<file path="config.mk">
export PLATFORM = sky130hd
export DESIGN_NAME = keypad_scan
export DESIGN_NICKNAME = d
export VERILOG_FILES = /design/src/rtl/keypad_pkg.sv /design/src/rtl/tick_gen.sv /design/src/rtl/keypad_scan.sv
export SDC_FILE = /design/constraint.sdc
export NUM_CORES = 1
export LEC_CHECK = 0
export BUFFER_PORTS_ARGS = -buffer_cell sky130_fd_sc_hd__clkbuf_2
export CAP_MARGIN = 25
export CORE_AREA = 8 8 82 84
export CTS_BUF_LIST = sky130_fd_sc_hd__clkbuf_4
export DETAILED_ROUTE_END_ITERATION = 16
export DIE_AREA = 0 0 90 92
export GPL_ROUTABILITY_DRIVEN = 0
export HOLD_SLACK_MARGIN = 0.1
export PLACE_DENSITY = 0.81
export SLEW_MARGIN = 10
export SYNTH_ARGS = -nofsm -noshare
export SYNTH_HDL_FRONTEND = slang
export SYNTH_SLANG_ARGS = --single-unit
</file>
<file path="constraint.sdc">
create_clock -name clk -period 2.6 [get_ports clk]
set_input_delay 0.39 -clock clk [delete_from_list [all_inputs] [get_ports clk]]
set_output_delay 0.39 -clock clk [all_outputs]
set_load 0.03 [all_outputs]
</file>
<file path="src/rtl/keypad_pkg.sv">
// Shared definitions for the 4x4 keypad scanner: FSM states, parameter defaults
// and small pattern helpers for active-low row/column vectors.
package keypad_pkg;

  localparam int SCAN_DIV_DEF       = 100000;
  localparam int DEBOUNCE_TICKS_DEF = 20;

  typedef enum logic [1:0] {
    SCAN      = 2'd0,
    DEB_PRESS = 2'd1,
    HOLD      = 2'd2,
    DEB_REL   = 2'd3
  } state_t;

  // True when exactly one bit of an active-low vector is asserted.
  function automatic logic one_low(input logic [3:0] v);
    case (v)
      4'b1110, 4'b1101, 4'b1011, 4'b0111: one_low = 1'b1;
      default:                            one_low = 1'b0;
    endcase
  endfunction

  function automatic logic [1:0] low_idx(input logic [3:0] v);
    case (v)
      4'b1110: low_idx = 2'd0;
      4'b1101: low_idx = 2'd1;
      4'b1011: low_idx = 2'd2;
      4'b0111: low_idx = 2'd3;
      default: low_idx = 2'd0;
    endcase
  endfunction

  function automatic logic [3:0] rotl(input logic [3:0] v);
    rotl = {v[2:0], v[3]};
  endfunction

endpackage

</file>
<file path="src/rtl/tick_gen.sv">
// Free-running divider producing a one-clk strobe every SCAN_DIV clk cycles.
module tick_gen
  import keypad_pkg::*;
#(
  parameter int SCAN_DIV = SCAN_DIV_DEF
) (
  input  logic clk,
  input  logic rst,
  output logic tick
);

  localparam int            CW     = (SCAN_DIV > 1) ? $clog2(SCAN_DIV) : 1;
  localparam logic [CW-1:0] LAST_C = CW'(SCAN_DIV - 1);
  localparam logic [CW-1:0] ONE_C  = CW'(1);

  logic [CW-1:0] cnt_r;

  // Wrap counter at SCAN_DIV-1 and register the strobe.
  always_ff @(posedge clk or posedge rst) begin
    if (rst) begin
      cnt_r <= {CW{1'b0}};
      tick  <= 1'b0;
    end else begin
      if (cnt_r == LAST_C) begin
        cnt_r <= {CW{1'b0}};
      end else begin
        cnt_r <= cnt_r + ONE_C;
      end
      tick <= (cnt_r == LAST_C);
    end
  end

endmodule

</file>
<file path="src/rtl/keypad_scan.sv">
// 4x4 matrix keypad scanner: column rotation, press/release debounce on scan
// ticks, hex key encoding and a four-deep history of accepted codes.
module keypad_scan
  import keypad_pkg::*;
#(
  parameter int SCAN_DIV       = SCAN_DIV_DEF,
  parameter int DEBOUNCE_TICKS = DEBOUNCE_TICKS_DEF
) (
  input  logic        clk,
  input  logic        rst,
  input  logic [3:0]  kb_row,
  output logic [3:0]  kb_col,
  output logic [3:0]  key_code,
  output logic        key_valid,
  output logic        key_pressed,
  output logic [15:0] key_data
);

  localparam int            CW    = $clog2(DEBOUNCE_TICKS + 1);
  localparam logic [CW-1:0] DEB_C = CW'(DEBOUNCE_TICKS);
  localparam logic [CW-1:0] ONE_C = CW'(1);

  logic [3:0]    sync_meta_r;
  logic [3:0]    row_sync_r;
  logic [3:0]    row_s;
  logic          tick_s;
  state_t        state_r;
  logic [3:0]    row_cap_r;
  logic [CW-1:0] cnt_r;
  logic [CW-1:0] cnt_inc_s;
  logic [3:0]    code_s;

  tick_gen #(.SCAN_DIV(SCAN_DIV)) u_tick_gen (
    .clk  (clk),
    .rst  (rst),
    .tick (tick_s)
  );

  // Two-stage synchronizer for the asynchronous row lines.
  always_ff @(posedge clk or posedge rst) begin
    if (rst) begin
      sync_meta_r <= 4'b1111;
      row_sync_r  <= 4'b1111;
    end else begin
      sync_meta_r <= kb_row;
      row_sync_r  <= sync_meta_r;
    end
  end

  assign row_s = row_sync_r;

  // Saturating debounce increment and key code of the captured row/column.
  always_comb begin
    cnt_inc_s = cnt_r;
    if (cnt_r == DEB_C) begin
      cnt_inc_s = cnt_r;
    end else begin
      cnt_inc_s = cnt_r + ONE_C;
    end
    code_s = {low_idx(row_cap_r), low_idx(kb_col)};
  end

  // Scan/debounce FSM; the column stays frozen from capture until release.
  always_ff @(posedge clk or posedge rst) begin
    if (rst) begin
      state_r     <= SCAN;
      kb_col      <= 4'b1110;
      row_cap_r   <= 4'b1111;
      cnt_r       <= {CW{1'b0}};
      key_code    <= 4'h0;
      key_valid   <= 1'b0;
      key_pressed <= 1'b0;
      key_data    <= 16'h0000;
    end else begin
      key_valid <= 1'b0;
      if (tick_s) begin
        case (state_r)
          SCAN: begin
            if (one_low(row_s)) begin
              row_cap_r <= row_s;
              cnt_r     <= {CW{1'b0}};
              state_r   <= DEB_PRESS;
            end else begin
              kb_col <= rotl(kb_col);
            end
          end
          DEB_PRESS: begin
            if (row_s == row_cap_r) begin
              cnt_r <= cnt_inc_s;
              if (cnt_inc_s == DEB_C) begin
                key_valid   <= 1'b1;
                key_code    <= code_s;
                key_data    <= {key_data[11:0], code_s};
                key_pressed <= 1'b1;
                state_r     <= HOLD;
              end
            end else begin
              kb_col  <= rotl(kb_col);
              state_r <= SCAN;
            end
          end
          HOLD: begin
            if (row_s == 4'b1111) begin
              cnt_r   <= {CW{1'b0}};
              state_r <= DEB_REL;
            end
          end
          DEB_REL: begin
            if (row_s == 4'b1111) begin
              cnt_r <= cnt_inc_s;
              if (cnt_inc_s == DEB_C) begin
                key_pressed <= 1'b0;
                kb_col      <= rotl(kb_col);
                state_r     <= SCAN;
              end
            end else begin
              state_r <= HOLD;
            end
          end
          default: begin
            state_r <= SCAN;
            kb_col  <= 4'b1110;
            cnt_r   <= {CW{1'b0}};
          end
        endcase
      end
    end
  end

endmodule

</file>
==> out/qor.json <==
{
  "start_util": 0.539,
  "post_synth_main_area_contributors": "sky130_fd_sc_hd__dfrtp_1, sky130_fd_sc_hd__dfstp_2, sky130_fd_sc_hd__mux2_2, sky130_fd_sc_hd__xor2_1, sky130_fd_sc_hd__mux2_4",
  "post_route_cells_drive_above_1_share": 0.408,
  "timing.max_slew.rel_slack": 0.515,
  "synth-compound-area-share": 0.0644,
  "p_leak_nw": 1.57,
  "mostFrequentLayoutCell": "sky130_fd_sc_hd__dfrtp_1",
  "synth_top_flop_cell": "sky130_fd_sc_hd__dfrtp_1",
  "drc": 0,
  "clock_latency_ps": 410,
  "synth.yosys.warnings": 0,
  "dp_worst_setup_slack_ps": 224,
  "first_pass_grt_wire_length_microns": 8830,
  "final_cell_mix": "sky130_fd_sc_hd__dfrtp_1, sky130_fd_sc_hd__clkbuf_2, sky130_fd_sc_hd__xor2_1, sky130_fd_sc_hd__mux2_2, sky130_fd_sc_hd__dfstp_2",
  "synth.yosys.seq_area_share": 0.513,
  "timing.fmax_mhz": 418,
  "antennaDiodeCount": 0,
  "drtPass1Iterations": 4,
  "ctsRootBufferMaster": "sky130_fd_sc_hd__clkbuf_4",
  "cts_resized": 0,
  "post-synth-top-area-cell": "sky130_fd_sc_hd__dfrtp_1",
  "ant_nets": 0,
  "class_of_the_most_critical_hold_timing_path": "flop to flop",
  "via_count": 1880,
  "max-cap-violations": 0,
  "cts_buffers": 9,
  "grt.total_usage": 0.131,
  "cp.arrival_ps": 2680,
  "post_synth_instance_area_sq_um": 2910,
  "postCtsSetupRepairBufs": 0,
  "clk_pin_slew_worst_paths_ps": 90,
  "crit_type": "flop to flop",
  "max-clock-path-buffers": 2,
  "syn-instance-count": 231,
  "avgRoutedWirePerCell_microns": 14.4,
  "globalRouteOverflowTotal": 0,
  "via_count_of_the_first_global_routing_pass": 1933,
  "clock_skew_ps": 17.4,
  "dpl.hpwl_microns": 3530,
  "power.total_mw": 1.71,
  "timing.final.hold_violations": 0,
  "setup_ws_ps": 206,
  "synth.lib_cells_used.distinct": 57,
  "endpoint_kind": "flop",
  "worst-endpoint-required_ps": 2880,
  "numPortBuffers": 31,
  "maximum_number_of_pins_on_one_net_before_global_route_repair": 36,
  "fin_crit_sh": 0.921,
  "report.final.setup_viol": 0,
  "synth_largest_type_area_fraction": 0.378,
  "detailedRoute.firstIterationViolations": 63,
  "area_inside_the_core_boundary_sq_um": 5410,
  "die_y_microns": 92,
  "synth_area_per_cell_sq_um": 12.6,
  "cts.sinks": 59,
  "outcome": "finished clean",
  "dominant_combinational_cell_family_by_area_after_synthesis": "simple AND/OR/NAND/NOR gates",
  "die-width_microns": 90,
  "quantity_of_hold_fixing_buffers_added_after_cts": 5,
  "num_rows": 27,
  "fraction_of_the_mapped_netlist_area_in_simple_logic_gates": 0.181,
  "crit_path_max_fanout": 17,
  "worst_slew_pin_slew_ps": 726,
  "syn_nets": 240,
  "detail_route.vias_per_cell": 5.39,
  "layout-area-overhead-vs-synth_pct": 14.1,
  "fin_crit_ps": 2390,
  "wirelength_microns": 5010,
  "xor_and_xnor_area_share_after_synthesis": 0.0752,
  "drv_slew": 0,
  "cts_tree": "yes",
  "final_net_count": 281,
  "htreeDepth": 3,
  "yosys-mux-area-fraction": 0.114,
  "antenna_found_initial": 0,
  "ir_drop_v": 0.000391,
  "cellPowerDensity_nw_per_um2": 514,
  "fp.dieArea_sq_um": 8280,
  "ys_seq_elements": 59,
  "synth-edff-count": 0,
  "post-route-util": 0.615,
  "rsz0062_at_grt": "no",
  "timing.critical_path.from_type": "flop",
  "post_synthesis_adder_cell_area_fraction": 0.0129,
  "num_io_pins": 32,
  "finalSetupTns_ps": 0,
  "async_flop_share": 1.00
}
-- critical path, stage by stage (launching register included) --
cell and delay (ps):
sky130_fd_sc_hd__dfrtp_1 470, sky130_fd_sc_hd__inv_1 110, sky130_fd_sc_hd__ha_1 180, sky130_fd_sc_hd__and4b_1 410, sky130_fd_sc_hd__or2_4 210, sky130_fd_sc_hd__nand4_4 120
sky130_fd_sc_hd__nor3_4 250, sky130_fd_sc_hd__buf_12 190, sky130_fd_sc_hd__mux2_2 340
-- per-layer routing --
| layer | up-vias | share of wire | global-route usage |
|---|---|---|---|
| met1 | 931 | 0.44 | 0.146 |
| met2 | 34 | 0.48 | 0.212 |
| li1 | 903 | - | - |
| met5 | - | 0 | 0 |
| met4 | 0 | 0.023 | 0.0680 |
| met3 | 12 | 0.055 | 0.0546 |
-- stage by stage --
stage	hold WS [ps]	instances	area, sq um
finish	359	349	3320
global route	365	349	3320
CTS	361	348	3320
detailed placement	347	327	3110
global placement	346	327	3110
floorplan	345	231	2910
-- synthesized netlist by cell type (all sizes together) (3+ instances only) --
library cell and number:
mux2 24, nand3 12, a21boi 3, nor3 4, nand4b 4, nor2b 3, xor2 16, nand4 3
inv 5, or4 3, buf 9, clkbuf 3, ha 3, dfrtp 44, nor2 12, o211ai 4
xnor2 9, and3 8, and2b 3, nand2 11, dfstp 15
-- worst paths after layout --
path | start | end | slack (ps) | cells past startpoint
max | cnt_r[0] | key_data[9] | 210 | 8
min | sync_meta_r[2] | row_s[2] | 360 | 0
max reg2reg | cnt_r[0] | key_data[9] | 210 | 8
min reg2reg | sync_meta_r[2] | row_s[2] | 360 | 0
max in group asynchronous | rst | sync_meta_r[1] | 1230 | 4
min in group asynchronous | rst | kb_col[0] | 630 | 3
-- registers in the layout, summed over array words and instances, names as in the netlist --
signal            cells
kb_col                4
key_pressed           1
key_data             13
sync_meta_r           4
u_tick_gen.cnt_r     17
row_cap_r             4
key_valid             1
cnt_r                 5
state_r               2
key_code              3
row_s                 4
u_tick_gen.tick       1
-- kinds of logic after synthesis --
family,count (synthesis)
buffers and inverters,17
multiplexers,26
AO/OA/AOI/OAI,23
adder cells (fa/ha/maj),3
flip-flops,59
AND/OR/NAND/NOR,78
XOR/XNOR,25
-- layout make-up --
cell class              instances  area (sq um)
clock buffers                  10          75.1
clock inverters                 6          81.3
fillers                       424          2080
inverters                       5          18.8
multi-input cells             155          1300
flip-flops and latches         59          1500
well taps                      72          90.1
repair buffers                 42           260
-- where the power goes --
part / total (mW) / leakage [nW] / internal [mW] / switching, mW
Clock: 0.729 / 0.0838 / 0.394 / 0.334
Combinational: 0.0430 / 0.729 / 0.0170 / 0.0260
Sequential: 0.937 / 0.757 / 0.929 / 0.00722
(Power assumes the default switching activity.)
